`src/rtl/fetch_pkg.sv`:
```
// Shared defaults and the buffer-entry type for the instruction fetch stage.
package fetch_pkg;

  localparam int unsigned FETCH_ADDR_WIDTH  = 7;
  localparam int unsigned FETCH_INSTR_WIDTH = 32;
  localparam int unsigned FETCH_RESET_PC    = 0;
  localparam int unsigned FETCH_BUF_DEPTH   = 2;

  typedef struct packed {
    logic [FETCH_INSTR_WIDTH-1:0] instruction;
    logic [FETCH_ADDR_WIDTH-1:0]  pc;
  } fetch_entry_t;

endpackage

```
`src/rtl/fetch_if.sv`:
```
// Instruction-memory read port and decode-side valid/ready handshake of the fetch stage.
interface fetch_if
  import fetch_pkg::*;
#(
  parameter int unsigned ADDR_WIDTH  = FETCH_ADDR_WIDTH,
  parameter int unsigned INSTR_WIDTH = FETCH_INSTR_WIDTH
);
  logic                   imem_en;
  logic [ADDR_WIDTH-1:0]  imem_addr;
  logic [INSTR_WIDTH-1:0] imem_data;
  logic                   out_valid;
  logic                   out_ready;
  logic [INSTR_WIDTH-1:0] out_instruction;
  logic [ADDR_WIDTH-1:0]  out_pc;
  logic [ADDR_WIDTH-1:0]  out_pc_next;

  modport master (
    output imem_en, imem_addr, out_valid, out_instruction, out_pc, out_pc_next,
    input  imem_data, out_ready
  );

  modport slave (
    input  imem_en, imem_addr, out_valid, out_instruction, out_pc, out_pc_next,
    output imem_data, out_ready
  );
endinterface

```
`src/rtl/fetch_buffer.sv`:
```
// First-word fall-through FIFO: an entry pushed into an empty buffer is visible at the head the same cycle.
module fetch_buffer
  import fetch_pkg::*;
#(
  parameter type         entry_t = fetch_entry_t,
  parameter int unsigned DEPTH   = FETCH_BUF_DEPTH,
  localparam int unsigned CNT_W  = $clog2(DEPTH + 1),
  localparam int unsigned PTR_W  = (DEPTH > 1) ? $clog2(DEPTH) : 1
) (
  input  logic             clock,
  input  logic             reset_n,
  input  logic             push,
  input  entry_t           push_data,
  input  logic             pop,
  input  logic             flush,
  output logic             head_valid,
  output entry_t           head_data,
  output logic [CNT_W-1:0] occupancy
);
  entry_t           mem_r [DEPTH];
  logic [PTR_W-1:0] rd_ptr_r;
  logic [PTR_W-1:0] wr_ptr_r;
  logic [CNT_W-1:0] count_r;
  logic             empty_s;
  logic             write_s;
  logic             read_s;

  function automatic logic [PTR_W-1:0] ptr_inc(input logic [PTR_W-1:0] ptr);
    return (ptr == PTR_W'(DEPTH - 1)) ? '0 : ptr + PTR_W'(1);
  endfunction

  // head selection; a push popped straight through an empty buffer never gets stored
  always_comb begin
    empty_s    = (count_r == '0);
    head_valid = !empty_s || push;
    head_data  = empty_s ? push_data : mem_r[rd_ptr_r];
    write_s    = push && !(empty_s && pop);
    read_s     = pop && !empty_s;
  end

  // pointers and occupancy, flush dominating push and pop
  always_ff @(posedge clock or negedge reset_n) begin
    if (!reset_n) begin
      rd_ptr_r <= '0;
      wr_ptr_r <= '0;
      count_r  <= '0;
    end else if (flush) begin
      rd_ptr_r <= '0;
      wr_ptr_r <= '0;
      count_r  <= '0;
    end else begin
      if (write_s) wr_ptr_r <= ptr_inc(wr_ptr_r);
      if (read_s)  rd_ptr_r <= ptr_inc(rd_ptr_r);
      count_r <= count_r + CNT_W'(write_s) - CNT_W'(read_s);
    end
  end

  // entry storage
  always_ff @(posedge clock) begin
    if (write_s && !flush) mem_r[wr_ptr_r] <= push_data;
  end

  assign occupancy = count_r;
endmodule

```
`src/rtl/fetch_stage.sv`:
```
// Instruction fetch stage: PC ownership, one-cycle-latency memory reads, epoch-tagged redirect flush.
// Optional perf_fetched/perf_stalls outputs are built when FETCH_PERF_COUNTERS_EN is defined.
module fetch_stage
  import fetch_pkg::*;
#(
  parameter int unsigned ADDR_WIDTH  = FETCH_ADDR_WIDTH,
  parameter int unsigned INSTR_WIDTH = FETCH_INSTR_WIDTH,
  parameter int unsigned RESET_PC    = FETCH_RESET_PC,
  parameter int unsigned BUF_DEPTH   = FETCH_BUF_DEPTH
) (
  input  logic                  clock,
  input  logic                  reset_n,
  input  logic                  enable,
  input  logic                  redirect_valid,
  input  logic [ADDR_WIDTH-1:0] redirect_pc,
  fetch_if.master               bus
`ifdef FETCH_PERF_COUNTERS_EN
  ,
  output logic [31:0]           perf_fetched,
  output logic [31:0]           perf_stalls
`endif
);
  localparam int unsigned CNT_W = $clog2(BUF_DEPTH + 1);
  localparam int unsigned SUM_W = CNT_W + 1;

  typedef struct packed {
    logic [INSTR_WIDTH-1:0] instruction;
    logic [ADDR_WIDTH-1:0]  pc;
  } entry_t;

  logic [ADDR_WIDTH-1:0] pc_r;
  logic [ADDR_WIDTH-1:0] inflight_pc_r;
  logic                  inflight_r;
  logic                  inflight_epoch_r;
  logic                  epoch_r;
  logic [CNT_W-1:0]      occupancy_s;
  logic                  redirect_s;
  logic                  issue_s;
  logic                  push_s;
  logic                  pop_s;
  logic                  head_valid_s;
  entry_t                push_entry_s;
  entry_t                head_entry_s;

  // issue only into guaranteed buffer space, so out_ready reaches imem_en only via occupancy
  always_comb begin
    redirect_s   = enable && redirect_valid;
    issue_s      = reset_n && enable && !redirect_valid &&
                   ((SUM_W'(occupancy_s) + SUM_W'(inflight_r)) < SUM_W'(BUF_DEPTH));
    push_s       = inflight_r && (inflight_epoch_r == epoch_r);
    push_entry_s.instruction = bus.imem_data;
    push_entry_s.pc          = inflight_pc_r;
    pop_s        = enable && !redirect_valid && bus.out_ready && head_valid_s;
    bus.imem_en         = issue_s;
    bus.imem_addr       = pc_r;
    bus.out_valid       = head_valid_s;
    bus.out_instruction = head_entry_s.instruction;
    bus.out_pc          = head_entry_s.pc;
    bus.out_pc_next     = head_entry_s.pc + ADDR_WIDTH'(1);
  end

  // program counter and epoch
  always_ff @(posedge clock or negedge reset_n) begin
    if (!reset_n) begin
      pc_r    <= ADDR_WIDTH'(RESET_PC);
      epoch_r <= 1'b0;
    end else if (redirect_s) begin
      pc_r    <= redirect_pc;
      epoch_r <= !epoch_r;
    end else if (issue_s) begin
      pc_r    <= pc_r + ADDR_WIDTH'(1);
    end
  end

  // in-flight request tracking; clears itself once the response has been captured
  always_ff @(posedge clock or negedge reset_n) begin
    if (!reset_n) begin
      inflight_r       <= 1'b0;
      inflight_pc_r    <= '0;
      inflight_epoch_r <= 1'b0;
    end else begin
      inflight_r <= issue_s;
      if (issue_s) begin
        inflight_pc_r    <= pc_r;
        inflight_epoch_r <= epoch_r;
      end
    end
  end

  fetch_buffer #(
    .entry_t (entry_t),
    .DEPTH   (BUF_DEPTH)
  ) u_buffer (
    .clock      (clock),
    .reset_n    (reset_n),
    .push       (push_s),
    .push_data  (push_entry_s),
    .pop        (pop_s),
    .flush      (redirect_s),
    .head_valid (head_valid_s),
    .head_data  (head_entry_s),
    .occupancy  (occupancy_s)
  );

`ifdef FETCH_PERF_COUNTERS_EN
  // accepted-instruction and decode-stall counters, frozen while disabled
  always_ff @(posedge clock or negedge reset_n) begin
    if (!reset_n) begin
      perf_fetched <= 32'd0;
      perf_stalls  <= 32'd0;
    end else if (enable) begin
      if (pop_s) perf_fetched <= perf_fetched + 32'd1;
      if (head_valid_s && !bus.out_ready) perf_stalls <= perf_stalls + 32'd1;
    end
  end
`endif
endmodule

```
`src/flat_wrapper.sv`:
```
// flat-port wrapper written by rule: the top's interface ports become plain ports
module fetch_stage_flat import fetch_pkg::*;
#(
  parameter int unsigned ADDR_WIDTH  = FETCH_ADDR_WIDTH,
  parameter int unsigned INSTR_WIDTH = FETCH_INSTR_WIDTH,
  parameter int unsigned RESET_PC    = FETCH_RESET_PC,
  parameter int unsigned BUF_DEPTH   = FETCH_BUF_DEPTH
)
  (clock, reset_n, enable, redirect_valid, redirect_pc, bus_imem_en, bus_imem_addr, bus_out_valid, bus_out_instruction, bus_out_pc, bus_out_pc_next, bus_imem_data, bus_out_ready);
  fetch_if #(.ADDR_WIDTH(ADDR_WIDTH), .INSTR_WIDTH(INSTR_WIDTH)) bus_i ();
  input  logic clock;
  input  logic reset_n;
  input  logic enable;
  input  logic redirect_valid;
  input  logic [ADDR_WIDTH-1:0] redirect_pc;
  output wire logic [$bits(bus_i.imem_en)-1:0] bus_imem_en;
  output wire logic [$bits(bus_i.imem_addr)-1:0] bus_imem_addr;
  output wire logic [$bits(bus_i.out_valid)-1:0] bus_out_valid;
  output wire logic [$bits(bus_i.out_instruction)-1:0] bus_out_instruction;
  output wire logic [$bits(bus_i.out_pc)-1:0] bus_out_pc;
  output wire logic [$bits(bus_i.out_pc_next)-1:0] bus_out_pc_next;
  input wire logic [$bits(bus_i.imem_data)-1:0] bus_imem_data;
  input wire logic [$bits(bus_i.out_ready)-1:0] bus_out_ready;
  assign bus_imem_en = bus_i.imem_en;
  assign bus_imem_addr = bus_i.imem_addr;
  assign bus_out_valid = bus_i.out_valid;
  assign bus_out_instruction = bus_i.out_instruction;
  assign bus_out_pc = bus_i.out_pc;
  assign bus_out_pc_next = bus_i.out_pc_next;
  assign bus_i.imem_data = bus_imem_data;
  assign bus_i.out_ready = bus_out_ready;
  fetch_stage #(.ADDR_WIDTH(ADDR_WIDTH), .INSTR_WIDTH(INSTR_WIDTH), .RESET_PC(RESET_PC), .BUF_DEPTH(BUF_DEPTH)) u_core (.clock(clock), .reset_n(reset_n), .enable(enable), .redirect_valid(redirect_valid), .redirect_pc(redirect_pc), .bus(bus_i));
endmodule
```
`config.mk`:
```
export PLATFORM = sky130hd
export DESIGN_NAME = fetch_stage_flat
export DESIGN_NICKNAME = d
export VERILOG_FILES = /design/src/rtl/fetch_pkg.sv /design/src/rtl/fetch_if.sv /design/src/rtl/fetch_buffer.sv /design/src/rtl/fetch_stage.sv /design/src/flat_wrapper.sv
export SDC_FILE = /design/constraint.sdc
export NUM_CORES = 1
export LEC_CHECK = 0
export ABC_AREA = 1
export ABC_CLOCK_PERIOD_IN_PS = 4470
export CAP_MARGIN = 40
export CORE_MARGIN = 5
export CORE_UTILIZATION = 60
export DETAILED_ROUTE_END_ITERATION = 10
export DONT_BUFFER_PORTS = 1
export GPL_ROUTABILITY_DRIVEN = 0
export PLACE_DENSITY = 0.82
export SYNTH_ARGS = -nofsm -noshare
export SYNTH_HDL_FRONTEND = slang
export SYNTH_HIERARCHICAL = 1
export SYNTH_SLANG_ARGS = --single-unit
```
`constraint.sdc`:
```
create_clock -name clock -period 4.47 [get_ports clock]
set_clock_uncertainty 0.1 [all_clocks]
set_input_delay 1.1175 -clock clock [delete_from_list [all_inputs] [get_ports clock]]
set_output_delay 1.1175 -clock clock [all_outputs]
set_load 0.05 [all_outputs]
```
=== Word level (Yosys, flattened, before mapping) ===
Memories as Yosys holds them, arrays and structs flattened.
Index checks and enable logic that the tools add are counted.

* Bits in registers: 21
* Memory bits (writable): 78
* Input port bits: 44
* Memories kept: 1

{| class="wikitable"
|+ Memories
! memory !! words !! bits a word !! read ports !! clocked after memory_dff !! write ports !! line !! source
|-
| u_core.u_buffer.mem_r || 2 || 39 || 1 || 0 || 1 || fetch_buffer.sv:20 || <nowiki>entry_t mem_r [DEPTH];</nowiki>
|}

* $add $sub $neg: 7
* $lt $le $gt $ge: 1
* Equality and inequality tests: 1
* Mux-type cells: 12
* Reduce and logical (&&, ||, !) cells: 22

{| class="wikitable"
|+ Operators by type and width
! kind !! number
|-
| 2-to-1 mux 39 bit || 1
|-
| adder 7 x 1 -> 7 bit (second input constant) || 2
|-
| 2-to-1 mux 7 bit || 2
|-
| logical AND 1 bit || 12
|-
| 2-to-1 mux 1 bit || 8
|-
| nonzero test 2 bit || 3
|-
| logical NOT 1 bit || 5
|-
| adder 2 x 1 -> 3 bit || 1
|-
| less-than comparator 3 x 2 -> 1 bit (second input constant) || 1
|-
| adder 1 bit (second input constant) || 2
|-
| adder 2 x 1 -> 2 bit || 1
|-
| logical NOT 2 bit || 1
|-
| 2-to-1 mux 2 bit || 1
|-
| subtractor 2 x 1 -> 2 bit || 1
|-
| equality test 1 bit || 1
|-
| logical OR 1 bit || 1
|}

=== Depth between registers and ports, before layout ===
* Word-level depth: 10
* Mapped depth: 14
* Mapped depth without buffers: 14

=== Modules after synthesis ===
The synthesis kept the hierarchy.

{| class="wikitable"
|+ Modules (own cells, without submodules)
! module !! instances !! cells an instance !! area an instance (um^2)
|-
| fetch_buffer || 1 || 328 || 3,525.9
|-
| fetch_stage || 1 || 126 || 1,016.0
|}

=== Least setup slack after synthesis ===
OpenSTA, ideal clock, no wires.

* Path kind: flip-flop to output port
* Start: register u_core.u_buffer.rd_ptr_r
* End: output port bus_out_pc_next[6]
* Data arrival time: 3.410 ns
* Required time: 3.253 ns
* Setup slack: -0.158 ns
* Stages on the path, launching flop included: 10
* Cell sequence: dfrtp_1 -> buf_2 -> buf_2 -> nand2_1 -> o21ai_0 -> o21ai_0 -> ha_1 -> nand3_1 -> nor2_1 -> xor2_1

* Longest elaborated chain between the ends: 3

{| class="wikitable"
|+ RTL lines
! what !! line !! source
|-
| from (decl) || fetch_buffer.sv:21 || <nowiki>logic [PTR_W-1:0] rd_ptr_r;</nowiki>
|-
| from (signal assigned) || fetch_buffer.sv:53 || <nowiki>if (read_s) rd_ptr_r <= ptr_inc(rd_ptr_r);</nowiki>
|-
| memory read (2 x 39 bit) || - ||
|-
| 2-to-1 mux 39 bit || fetch_buffer.sv:36 || <nowiki>head_data = empty_s ? push_data : mem_r[rd_ptr_r];</nowiki>
|-
| named net bus_out_pc[1] || flat_wrapper.sv:20 || <nowiki>output wire logic [$bits(bus_i.out_pc)-1:0] bus_out_pc;</nowiki>
|-
| adder 7 x 1 -> 7 bit || fetch_stage.sv:59 || <nowiki>bus.out_pc_next = head_entry_s.pc + ADDR_WIDTH'(1);</nowiki>
|-
| to (decl) || flat_wrapper.sv:21 || <nowiki>output wire logic [$bits(bus_i.out_pc_next)-1:0] bus_out_pc_next;</nowiki>
|}

The timed path passes the listed nets, and every way through them passes these cells.

=== Final worst setup path ===
* Start: register u_core.u_buffer.count_r[1], in the netlist u_core/u_buffer/occupancy[1]
* End: output port bus_out_pc_next[4]

* Longest elaborated chain between the ends: 3

{| class="wikitable"
|+ RTL lines
! what !! line !! source
|-
| from (decl) || fetch_buffer.sv:23 || <nowiki>logic [CNT_W-1:0] count_r;</nowiki>
|-
| from (signal assigned) || fetch_buffer.sv:54 || <nowiki>count_r <= count_r + CNT_W'(write_s) - CNT_W'(read_s);</nowiki>
|-
| logical NOT 2 bit || fetch_buffer.sv:34 || <nowiki>empty_s = (count_r == '0);</nowiki>
|-
| 2-to-1 mux 39 bit || fetch_buffer.sv:36 ||
|-
| adder 7 x 1 -> 7 bit || fetch_stage.sv:59 ||
|}

Every way passes these cells.

==> results.cfg <==
[yosys]
mappedNetlistArea_um2 = 4540
ys_ff_latch = 99
synth_top_area_share_pct = 51.6
synth_edf_count = 78
synth_nets = 502
synth_top_cells_by_count = nand2_1 (118), o21ai_0 (80), edfxtp_1 (78), inv_1 (62), nand3_1 (22)
yosysMostFrequentCell = nand2_1
ys_async_sr_fraction_pct = 21.2
ys_types = 24
synth-main-ff-cell = edfxtp_1
yosys-top-cells-area = edfxtp_1 (52%), dfrtp_1 (12%), nand2_1 (9.8%), o21ai_0 (8.8%), inv_1 (5.1%)
syn-mean-instance-area_um2 = 10.0
synth_top_area_cell = edfxtp_1
ys_seq_area_share_pct = 63.1
synthCells = 454
yosysWarningCount = 6

[drt]
wl_um = 8910
wl_per_cell_um = 14.9
drc = 0
vias = 3218
dr.pass1.iters = 5
antenna_left = 0
first_iter_violations = 220
vias_per_cell = 5.36

[sta]
worst_pin_slew_ns = 0.658
period_minus_slack_ns = 3.97
finalCritPeriodShare_pct = 88.9
fmax_mhz = 252
setup_viol = 0
slew-limit-headroom_pct = 56.0
finalSetupTns_ns = 0
hold_viol_final = 0
drv_slew = 0
setup_ws_ns = 0.498
rsz0062_at_grt = no

[placed_design]
dp.cells = 584
dp_worst_setup_slack_ns = 0.914
placed_cell_area_um2 = 4940
port_buffers = 0
dp_hpwl_um = 6290

[power_and_ir_drop]
sw_frac_of_total_pct = 48.8
cellPowerDensity_nw_per_um2 = 716
p_switching_uw = 1790
comb_power_share_pct = 50.7
p_clk_share_pct = 15.1
internal-power_uw = 1880
power_frac_seq_pct = 34.2
cellLeakagePower_uw = 0.00217
vdd_drop_max_uv = 300

[clocking]
cts_inserted_buffers = 9
hold_buffers = 0
clk_path_buf_depth = 2
cts_tree = done
htreeDepth = 3
worstSkewPairLatency_ns = 0.35
clock_sinks = 99
post-cts-setup-buffers = 0
cts.clk_slew.worst_paths_ns = 0.09
post_cts_resized = 0
cts_root_buffer = clkbuf_8

[setup_path]
slowest_stage = dfrtp_1
end_kind = output pin
crit_fanout = 35
critPathTopFamily = buffers and inverters
critical_path_required_ns = 3.25
cp_num_buf_inv = 3
crit_chain = nor2_4 > buf_4 > o21ai_1 > buf_4 > ha_1 > nand3_1 > xor2_1 > buf_4
path_common_cell = buf_4
crit_type = flip-flop to output pin
r2r_slack_ns = 1.79
max_stage_delay_ns = 0.44
crit_path_start_kind = flip-flop
arrival_ns = 2.75

[cells_and_area]
fillers = 534
fin_area_um2 = 5130
fin_cells = 600
area_growth_pct = 13.0
final_layout_size_suffix_gt1_share_pct = 16.2
antennaDiodeCount = 0
fin_util_pct = 70.0
final_nets = 544

[global_routing]
overflow = 0
grt_pass1_vias = 3160
grt_max_degree = 49
grt_pass1_wl_um = 14500
grt.total_usage_pct = 18.9
grt_antenna_before_repair = 0

[die]
ios = 99
rows = 31
coreArea_um2 = 7330
die_h_um = 97.0
die-area_um2 = 9410
fp.dieW_um = 97.0
start_util_pct = 62.0

[status]
status = finished clean

[job]
drv_cap = 0

[min_path]
hold_path_class = input pin to asynchronous set/reset pin
sequential cells by signal, indices dropped and copies added (netlist names):
| signal | count |
|---|---|
| u_core/u_buffer/mem_r | 78 |
| u_core/bus.imem_addr | 7 |
| u_core/inflight_pc_r | 7 |
| u_core/u_buffer/occupancy | 2 |
| u_core/epoch_r | 1 |
| u_core/inflight_epoch_r | 1 |
| u_core/inflight_r | 1 |
| u_core/u_buffer/rd_ptr_r | 1 |
| u_core/u_buffer/wr_ptr_r | 1 |
cell families (layout without fill, tap and decap cells):
logic type	Yosys count	in the layout	share of synthesized area [%]
AND/OR/NAND/NOR	165	165	15.1
flip-flops	99	99	63.1
AO/OA/AOI/OAI	97	97	11.4
buffers and inverters	83	130	8.13
XOR/XNOR	6	6	1.16
adder cells (fa/ha/maj)	4	4	1.10
metal layers:
layer | vias to the layer above | GRT usage (%) | part of all wire, %
met5 | - | 0 | 0
met4 | 0 | 7.56 | 1.5
met3 | 12 | 4.96 | 8.2
met2 | 117 | 32.2 | 50
met1 | 1509 | 23.0 | 40
li1 | 1580 | - | -
final cells by class:
| cell class | instances | area [um^2] | share of cell area (%) |
|---|---|---|---|
| clock buffers | 10 | 128 | 2.49 |
| well taps | 99 | 124 | 2.41 |
| clock inverters | 6 | 63.8 | 1.24 |
| repair buffers | 52 | 403 | 7.85 |
| multi-input cells | 272 | 1310 | 25.6 |
| flip-flops and latches | 99 | 2870 | 55.9 |
| inverters | 62 | 233 | 4.53 |
cells in the final DEF (no fill, tap or decap), types with 5 or more instances in the layout:
master / n
edfxtp_1: 78
o21ai_2: 7
nor2_1: 12
a21oi_1: 5
nand2_1: 118
buf_4: 51
nand3_1: 22
o21ai_0: 44
o21ai_1: 39
clkbuf_8: 9
inv_1: 62
xor2_1: 6
dfrtp_1: 20
power by group through the flow:
stage          logic [uW]  clock network [uW]  registers, uW
4_1_cts              1870                 566           1260
3_3_place_gp         1740                   0           1270
6_report             1860                 554           1260
3_5_place_dp         1860                   0           1280
5_1_grt              1970                 599           1280
2_1_floorplan        1360                   0           1250
stage by stage:
stage	total power, uW	hold WS [ns]
final	3670	0.338
after floorplan	2610	0.355
after CTS	3690	0.325
after detailed placement	3140	0.375
after global routing	3840	0.316
after global placement	3010	0.368
path summary, 6_finish.rpt:
kind                                              startpoint                           end  cells after the start
worst max-delay path            u_core/u_buffer/occupancy[1]            bus_out_pc_next[4]                      8
worst min-delay path                                 reset_n       u_core/bus.imem_addr[4]                      0
worst max register to register       u_core/inflight_epoch_r  u_core/u_buffer/occupancy[1]                     14
worst min register to register       u_core/inflight_epoch_r       u_core/inflight_epoch_r                      2
max in group asynchronous                            reset_n      u_core/u_buffer/rd_ptr_r                      0
min in group clock                   u_core/inflight_epoch_r       u_core/inflight_epoch_r                      2
Power figures use the tool's default switching activity.
